$ cat config.mk
export PLATFORM = sky130hd
export DESIGN_NAME = video_write_scheduler
export DESIGN_NICKNAME = d
export VERILOG_FILES = /design/src/rtl/video_write_scheduler.sv
export SDC_FILE = /design/constraint.sdc
export NUM_CORES = 1
export LEC_CHECK = 0
export CAP_MARGIN = 20
export CORE_MARGIN = 8
export CORE_UTILIZATION = 43
export DETAILED_ROUTE_END_ITERATION = 16
export GPL_TIMING_DRIVEN = 0
export PLACE_DENSITY = 0.84
export SYNTH_ARGS = -nofsm -noshare
export SYNTH_HDL_FRONTEND = slang
export SYNTH_SLANG_ARGS = --single-unit
$ cat constraint.sdc
create_clock -name clk -period 6.4 [get_ports clk]
set_clock_uncertainty 0.1 [all_clocks]
set_input_delay 1.28 -clock clk [delete_from_list [all_inputs] [get_ports clk]]
set_output_delay 1.28 -clock clk [all_outputs]
set_load 0.01 [all_outputs]
$ cat src/rtl/video_write_scheduler.sv
`default_nettype none
// +--------------------------------------------------------------------------+
// | Module   : video_write_scheduler                                         |
// | Purpose  : Owns the video memory write port. Shares it between a host    |
// |            write port (valid/ready) and an internal fill engine that     |
// |            writes one masked value over a run of cells. At most one      |
// |            write per clock; video_* outputs are registered.              |
// | Ports    : clk, reset (sync, active-high)                                |
// |            host_valid/host_ready/host_address/host_value/host_mask       |
// |            fill_start/fill_base/fill_count/fill_value/fill_mask          |
// |            fill_abort (only with VIDEO_FILL_ABORT_EN)                    |
// |            fill_busy, fill_done                                          |
// |            video_write/video_address/video_value/video_mask              |
// | Config   : `define VIDEO_FILL_ABORT_EN adds the fill_abort input.        |
// | Revision : 1.0  initial release                                          |
// +--------------------------------------------------------------------------+
module video_write_scheduler #(
  parameter int CELLS  = 2000,
  parameter int ATTR_W = 32
) (
  input  logic              clk,
  input  logic              reset,
  input  logic              host_valid,
  output logic              host_ready,
  input  logic [15:0]       host_address,
  input  logic [ATTR_W-1:0] host_value,
  input  logic [ATTR_W-1:0] host_mask,
  input  logic              fill_start,
  input  logic [15:0]       fill_base,
  input  logic [15:0]       fill_count,
  input  logic [ATTR_W-1:0] fill_value,
  input  logic [ATTR_W-1:0] fill_mask,
`ifdef VIDEO_FILL_ABORT_EN
  input  logic              fill_abort,
`endif
  output logic              fill_busy,
  output logic              fill_done,
  output logic              video_write,
  output logic [15:0]       video_address,
  output logic [ATTR_W-1:0] video_value,
  output logic [ATTR_W-1:0] video_mask
);

  localparam logic [15:0] CELLS_W = 16'(CELLS);

  typedef enum logic [0:0] {S_IDLE = 1'b0, S_FILL = 1'b1} state_t;
  typedef enum logic [0:0] {GRANT_HOST = 1'b0, GRANT_FILL = 1'b1} grant_t;

  state_t              state, state_next;
  grant_t              last_grant;

  logic [15:0]         fill_addr;    // current fill cell, already wrapped into 0..CELLS-1
  logic [15:0]         index;
  logic [15:0]         count;
  logic [ATTR_W-1:0]   latched_value;
  logic [ATTR_W-1:0]   latched_mask;

  logic                abort_req;
  logic                host_grant;
  logic                fill_grant;
  logic                fill_latch;
  logic                done_next;

`ifdef VIDEO_FILL_ABORT_EN
  assign abort_req = fill_abort;
`else
  assign abort_req = 1'b0;
`endif

  assign fill_busy = (state == S_FILL);

  // State register
  always_ff @(posedge clk) begin
    if (reset) begin
      state <= S_IDLE;
    end else begin
      state <= state_next;
    end
  end

  // Next-state and arbitration
  always_comb begin
    state_next = state;
    host_ready = 1'b0;
    host_grant = 1'b0;
    fill_grant = 1'b0;
    fill_latch = 1'b0;
    done_next  = 1'b0;
    case (state)
      S_IDLE: begin
        host_ready = 1'b1;
        host_grant = host_valid;
        if (fill_start) begin
          if (fill_count == 16'd0) begin
            // Empty fill: nothing to write, just report completion.
            done_next = 1'b1;
          end else begin
            fill_latch = 1'b1;
            state_next = S_FILL;
          end
        end
      end
      S_FILL: begin
        // Round-robin: the host may only go if the fill had the last slot.
        host_ready = (last_grant == GRANT_FILL);
        host_grant = host_valid && (last_grant == GRANT_FILL);
        fill_grant = !host_grant && !abort_req;
        if (abort_req || (fill_grant && (index == count - 16'd1))) begin
          state_next = S_IDLE;
          done_next  = 1'b1;
        end
      end
      default: begin
        state_next = S_IDLE;
      end
    endcase
  end

  // Datapath, fill bookkeeping and registered write port
  always_ff @(posedge clk) begin
    if (reset) begin
      last_grant    <= GRANT_HOST;
      fill_done     <= 1'b0;
      video_write   <= 1'b0;
      video_address <= 16'd0;
      video_value   <= '0;
      video_mask    <= '0;
      fill_addr     <= 16'd0;
      index         <= 16'd0;
      count         <= 16'd0;
      latched_value <= '0;
      latched_mask  <= '0;
    end else begin
      fill_done   <= done_next;
      video_write <= 1'b0;

      // Out-of-range host writes complete the handshake but are dropped.
      if (host_grant && (host_address < CELLS_W)) begin
        video_write   <= 1'b1;
        video_address <= host_address;
        video_value   <= host_value;
        video_mask    <= host_mask;
      end else if (fill_grant) begin
        video_write   <= 1'b1;
        video_address <= fill_addr;
        video_value   <= latched_value;
        video_mask    <= latched_mask;
      end

      if (fill_latch) begin
        // Reduce the base once here so later steps only need a single wrap test.
        fill_addr     <= 16'(fill_base % CELLS_W);
        index         <= 16'd0;
        count         <= fill_count;
        latched_value <= fill_value;
        latched_mask  <= fill_mask;
        last_grant    <= GRANT_HOST;
      end

      if (state == S_FILL) begin
        if (host_grant) begin
          last_grant <= GRANT_HOST;
        end else if (fill_grant) begin
          last_grant <= GRANT_FILL;
          index      <= index + 16'd1;
          fill_addr  <= (fill_addr == CELLS_W - 16'd1) ? 16'd0 : fill_addr + 16'd1;
        end
      end
    end
  end

endmodule
`default_nettype wire
### After elaboration in Yosys (flattened, before gate mapping)

Index checks and enable logic that the tools add are counted.
W data, S select, Z words.

* mux-type cells: 33
* equality and inequality tests: 2
* div/mod/pow operators: 1
* $lt $le $gt $ge: 1
* reductions and logical operators: 6
* add/subtract/negate cells: 3
* bitwise logic cells: 1

Operators by type and width (count)
* $mux W16: 11
* $mux W32: 4
* $add A16 B1 Y16 const B: 2
* $eq A16 B11 Y1 const B: 1
* $eq A16 B16 Y1: 1
* $logic_not A16 Y1: 1
* $lt A16 B11 Y1 const B: 1
* $mod A16 B11 Y16 const B: 1
* $sub A16 B1 Y16 const B: 1
* $mux W1: 14
* $pmux W1 S2: 4
* $logic_and A1 B1 Y1: 3
* $reduce_bool A2 Y1: 1
* $logic_not A1 Y1: 1
* $not A1 Y1: 1

* output and inout port bits: 84
* register bits: 196

### Logic depth before layout (Yosys ltp)

* depth in word-level cells: 8
* mapped depth: 20
* mapped depth without buffers: 15

### Worst setup path before layout

OpenSTA, ideal clock, no wires.

* path kind: input -> register
* start: input port fill_base[8]
* end: register fill_addr[9]
* stages: 17
* data required time: 6164 ps
* data arrival time: 4845 ps
* setup slack: 1320 ps
* path through: buf_6 o21a_1 o2111a_1 o21a_1 or4_4 a21boi_2 o211a_1 buf_4 nor3_1 or2_2 a31oi_2 mux2_2 nand2b_1 a21boi_4 o21ai_0 a31oi_1 a221oi_2

* cells in the longest elaborated chain, start to end: 5

RTL lines
* from (decl): line 29 `input logic [15:0] fill_base,`
* $mod A16 B11 Y16 *: line 152 `fill_addr <= 16'(fill_base % CELLS_W);`
* $mux W16 *: line 150 `if (fill_latch) begin`
* $mux W16: line 163 `end else if (fill_grant) begin`
* $mux W16: line 161 `if (host_grant) begin`
* $mux W16 *: line 160 `if (state == S_FILL) begin`
* to (signal assigned): line 152
* to (signal assigned): line 166 `fill_addr <= (fill_addr == CELLS_W - 16'd1) ? 16'd0 : fill_addr + 16'd1;`
* to (decl): line 52 `logic [15:0] fill_addr;`

Mark *: on every way between the ends. The rest lies on a longest branch, timed or not.
A chain may end at the register's enable or synchronous reset.

### Worst setup path after layout

* start: input port fill_base[14]
* end: register fill_addr[9]

The elaborated chain is that of the path after synthesis.

==> results.sh <==
export IMPL_firstDrtPassIters=6
export IMPL_num_nets_final=1824
export IMPL_swShare_pct=30.1
export IMPL_cp_arrival_ns=6.11
export IMPL_synth_area_per_cell_um2=7.42
export IMPL_worst_pin_slew_ns=0.971
export IMPL_post_cts_buffers=0
export IMPL_holdPathStages=2
export IMPL_grt_pass1_wl_um=56500
export IMPL_ant_nets=0
export IMPL_drc=0
export IMPL_finalSetupViolations=0
export IMPL_timing_hold_violations_final=0
export IMPL_yosys_warnings=0
export IMPL_pre_cts_ws_ns=0.0717
export IMPL_start_util_pct=43.4
export IMPL_path_class="input pin to flop"
export IMPL_layout_drive_gt1_share_pct=4.72
export IMPL_p_clk_share_pct=36.9
export IMPL_max_slew_margin_pct=33.6
export IMPL_crit_family="compound AO/OA/AOI/OAI gates"
export IMPL_cellPowerDensity_mw_per_mm2=226
export IMPL_htree_levels=4
export IMPL_dp_final_hpwl_um=28000
export IMPL_overflow=0
export IMPL_num_vias=11200
export IMPL_synthArstFlopShare_pct=0
export IMPL_period_needed_ns=5.92
export IMPL_peakVddDrop_v=0.000210
export IMPL_setup_tns_ns=0
export IMPL_synth_seq_area_share_pct=38.7
export IMPL_p_int_w=0.00217
export IMPL_ys_types=85
export IMPL_wl_per_cell_um=18.5
export IMPL_cp_num_buf_inv=2
export IMPL_status="complete, no violations"
export IMPL_path_cells="clkdlybuf4s50_1 > and4_1 > buf_2 > a31oi_1 > o21ai_0 > nor4_1 > o32ai_1 > o211a_1 > a2111oi_2 > o32ai_2 > a31oi_2 > mux2_2 > nand2b_1 > a21boi_4 > o21ai_0 > a31oi_1 > a221oi_2"
export IMPL_maxSlewViolCount=0
export IMPL_cp_slowest_stage_delay_ns=0.69
export IMPL_rsz0062_at_grt="no"
export IMPL_pwr_share_comb_pct=20.5
export IMPL_clk_pin_slew_worst_paths_ns=0.08
export IMPL_syn2layout_area_growth_pct=35.8
export IMPL_min_delay_path_class="flop to flop"
export IMPL_drv_cap=0
export IMPL_ios=264
export IMPL_die_w_um=169
export IMPL_placed_cell_area_mm2=0.0131
export IMPL_clock_sinks=196
export IMPL_worst_path_stages=17
export IMPL_antenna_found_initial=1
export IMPL_finalInstanceArea_mm2=0.0137
export IMPL_required_ns=6.59
export IMPL_design_core_area_mm2=0.0233
export IMPL_die_h_um=169
export IMPL_switchingPower_w=0.000934
export IMPL_n_fill_cell=2092
export IMPL_critPathCaptureType="flop"
export IMPL_cts_buffer_depth=2
export IMPL_rows=56
export IMPL_die_area_mm2=0.0287
export IMPL_crit_slowest_cell="nor4_1"
export IMPL_synth_flop_cell="dfxtp_1"
export IMPL_grt_max_degree=21
export IMPL_seqPwrFrac_pct=42.6
export IMPL_synth_edf_count=0
export IMPL_worstPathMaxFanout=10
export IMPL_cts_resized=0
export IMPL_final_cell_mix="nand2_1 (365), clkdlybuf4s50_1 (258), dfxtp_1 (196)"
export IMPL_period_share_pct=92.5
export IMPL_io_buffers=258
export IMPL_timing_fmax_mhz=169
export IMPL_cp_start_kind="input pin"
export IMPL_p_leak_nw=4.76
export IMPL_final_common_cell="nand2_1"
export IMPL_syn_nets=1547
export IMPL_fin_ws_ns=0.480
export IMPL_cts_made_buffers=17
export IMPL_ctsHoldBuffers=0
export IMPL_grt_pass1_vias=10700
export IMPL_worst_r2r_setup_slack_ns=3.25
export IMPL_drt_total_wl_um=36500
export IMPL_r2r_cells=7
export IMPL_drtIter0Drc=1244
export IMPL_viasPerCell=5.68
export IMPL_cts_root_buf="clkbuf_16"
export IMPL_insertion_delay_ns=0.44
export IMPL_ys_seq_elements=196
export IMPL_tritoncts="yes"
export IMPL_synth_area_mm2=0.0101
export IMPL_synth_cells=1364
export IMPL_place_gp_congestion=0.916
export IMPL_grt_use_total_pct=24.3
[synthesized netlist by cell type, drive strengths merged (5+ instances only)]
master	instances	share of area [%]
a211oi	15	1.3
nor3	21	1.0
o21a	6	0.44
o211ai	12	0.89
mux2i	6	0.59
and2	5	0.31
dfxtp	196	39
nand2b	7	0.43
buf	23	1.4
and3	9	0.56
a21oi	125	6.2
a31oi	12	0.80
or2	10	0.62
inv	18	0.67
nand4	16	0.99
nor2b	5	0.31
o21ai	46	2.3
xor2	19	1.6
nor4	14	0.86
xnor2	26	2.2
o31ai	5	0.37
a311oi	75	6.5
nand3	30	1.5
clkbuf	81	3.0
nor2	132	4.9
nand2	366	14
[final timing paths]
kind                                         from                end
worst min register to register  latched_value[27]  latched_value[27]
worst min-delay path            latched_value[27]  latched_value[27]
worst max register to register          fill_busy      video_mask[4]
worst max-delay path                fill_base[14]       fill_addr[9]
[area by class of cell]
class	count	area [µm²]	share of cell area, %
timing repair buffer	258	2580	18.8
multi-input combinational	1045	5690	41.4
clock buffer	17	425	3.09
clock inverter	15	211	1.54
buffer	104	443	3.22
sequential	196	3920	28.5
inverter	19	71.3	0.519
antenna	1	2.50	0.0182
tap	319	399	2.90
[registers in the layout (all words and copies together) (netlist names), 16 cells and up]
signal,cells
latched_mask,32
count,16
video_value,32
video_address,16
index,16
video_mask,32
latched_value,32
fill_addr,16
[logic make-up (layout without fill, tap and decap cells)]
family / Yosys count / count (layout) / share of synthesized area (%)
other: 0 / 1 / 0
muxes: 7 / 7 / 0.704
and+or+nand+nor: 638 / 638 / 27.0
adders and majority gates: 3 / 3 / 0.371
xor gates and xnor gates: 45 / 45 / 3.89
DFF: 196 / 196 / 38.7
AOI/OAI and AO/OA: 352 / 352 / 24.2
buffers and inverters: 123 / 413 / 5.08
[power groups by stage]
stage | clock, W | combinational [W] | sequential [W]
2_1_floorplan | 0 | 0.000361 | 0.00135
6_report | 0.00115 | 0.000636 | 0.00132
4_1_cts | 0.00115 | 0.000630 | 0.00132
3_5_place_dp | 0 | 0.000625 | 0.00135
3_3_place_gp | 0 | 0.000614 | 0.00135
5_1_grt | 0.00120 | 0.000697 | 0.00133
[tightest hold or removal path: cells and delay by family (launching register included)]
family	cells	cell delay (ns)
compound gates	1	0.05
flops	1	0.31
simple gates	1	0.05
[per-stage QoR]
step / cells / hold slack [ns] / power (W) / util [%]
3_3_place_gp: 1941 / 0.342 / 0.00196 / 56.2
5_1_grt: 1974 / 0.376 / 0.00323 / 58.9
4_1_cts: 1973 / 0.358 / 0.00310 / 58.9
2_1_floorplan: 1364 / 0.337 / 0.00171 / -
6_report: 1974 / 0.357 / 0.00311 / 58.9
3_5_place_dp: 1941 / 0.347 / 0.00197 / 56.2
[layer usage]
metal	global-route usage (%)	vias to the layer above	wire, µm
li1	-	5371	-
met1	30.0	5279	15100
met2	40.9	478	17200
met3	4.37	90	2670
met4	11.0	0	1500
met5	0	-	0
Note: power is estimated with default switching activity, not from simulation.
==> edit, RTL diff (config.mk and constraints unchanged) <==
`ATTR_W`: 32 -> 28.
--- a/src/rtl/video_write_scheduler.sv
+++ b/src/rtl/video_write_scheduler.sv
@@ -17,5 +17,5 @@
 module video_write_scheduler #(
   parameter int CELLS  = 2000,
-  parameter int ATTR_W = 32
+  parameter int ATTR_W = 28
 ) (
   input  logic              clk,
Ports: changed (6 resized); port bits go from 264 to 240. The function was not compared with the original's and may differ.
==> edit against the original RTL <==
Final area fell by 9.9%. Total power decreased by 9.6%. Combinational power decreased by 13%. Non-clock buffer count decreased by 39. Routed wire length fell by 13%. Sequential cell count shrank 16. Synthesized area shrank 9.8%. Sequential share of layout area grew 0.54 points. Register-to-register slack hardly changed. Setup slack gained 130 ps. Via count is 11% lower.
==> edit: results <==
[min_path]
hold_start = latched_value[19]$_SDFFE_PP0P_

[place]
placed_area_um2 = 11800
place_inst = 1738
hpwl_mm = 24.3
numPortBuffers = 233
dp_slack_ps = 257

[synthesis]
syn_area_per_cell_um2 = 7.43
synth_xor_area_frac = 0.0460
synth_mux_area_frac = 0.0100
yosysUniqueCellTypes = 77
synthAdderAreaFrac = 0.00630

[sta]
tightest_slew_ps = 1130
whs_ps = 357
period_share = 0.905

[route]
drtIter0Drc = 847
dr_wl_met2_mm = 15.4
met1_length_mm = 13.1
drt-pass1-iter-count = 7

[worst_setup_path]
arrival_ps = 6030
reg2reg_to = video_address[10]$_SDFFE_PP0P_
slowest_delay_ps = 610
cpMaxStageDelayCell = clkdlybuf4s50_1

[global_routing]
grt_pass1_vias = 9663
grt_use_total = 0.235
grt_pass1_wl_mm = 50.1

[finish]
nNetsFinal = 1649
instances_no_fill = 1772
drive_gt1_frac = 0.0408

[power_and_ir_drop]
p_leak_nw = 4.33

[run_status]
status = finished clean
[edit: changes by cell type after synthesis, sizes merged, moves of 7 or more]
cell,before,now
a211oi,15,5
a21oi,125,117
clkbuf,81,72
dfxtp,196,180
nand2,366,337
nand4,16,9
nor2,132,125
o211ai,12,3
o21ai,46,29
[edit: area by class of cell]
type	instances	area, um^2	share of cell area
tap	275	344	0.0278
timing repair buffer	233	2330	0.188
inverter	12	45.0	0.00363
antenna	2	5.00	0.000404
multi-input combinational	948	5140	0.415
clock inverter	13	141	0.0114
sequential	180	3600	0.291
buffer	90	352	0.0284
clock buffer	19	433	0.0349
[edit: metal layers]
layer  up-vias  global-route usage
met3        75              0.0483
met1      4685               0.281
met2       394               0.394
met5         -                   0
met4         0               0.121
li1       4814                   -
[edit: power groups by stage]
stage	clock [W]	combinational (W)	sequential [W]
finish	0.00104	0.000554	0.00121
global route	0.00110	0.000603	0.00122
CTS	0.00105	0.000550	0.00121
detailed placement	0	0.000546	0.00124
global placement	0	0.000534	0.00124
floorplan	0	0.000310	0.00124
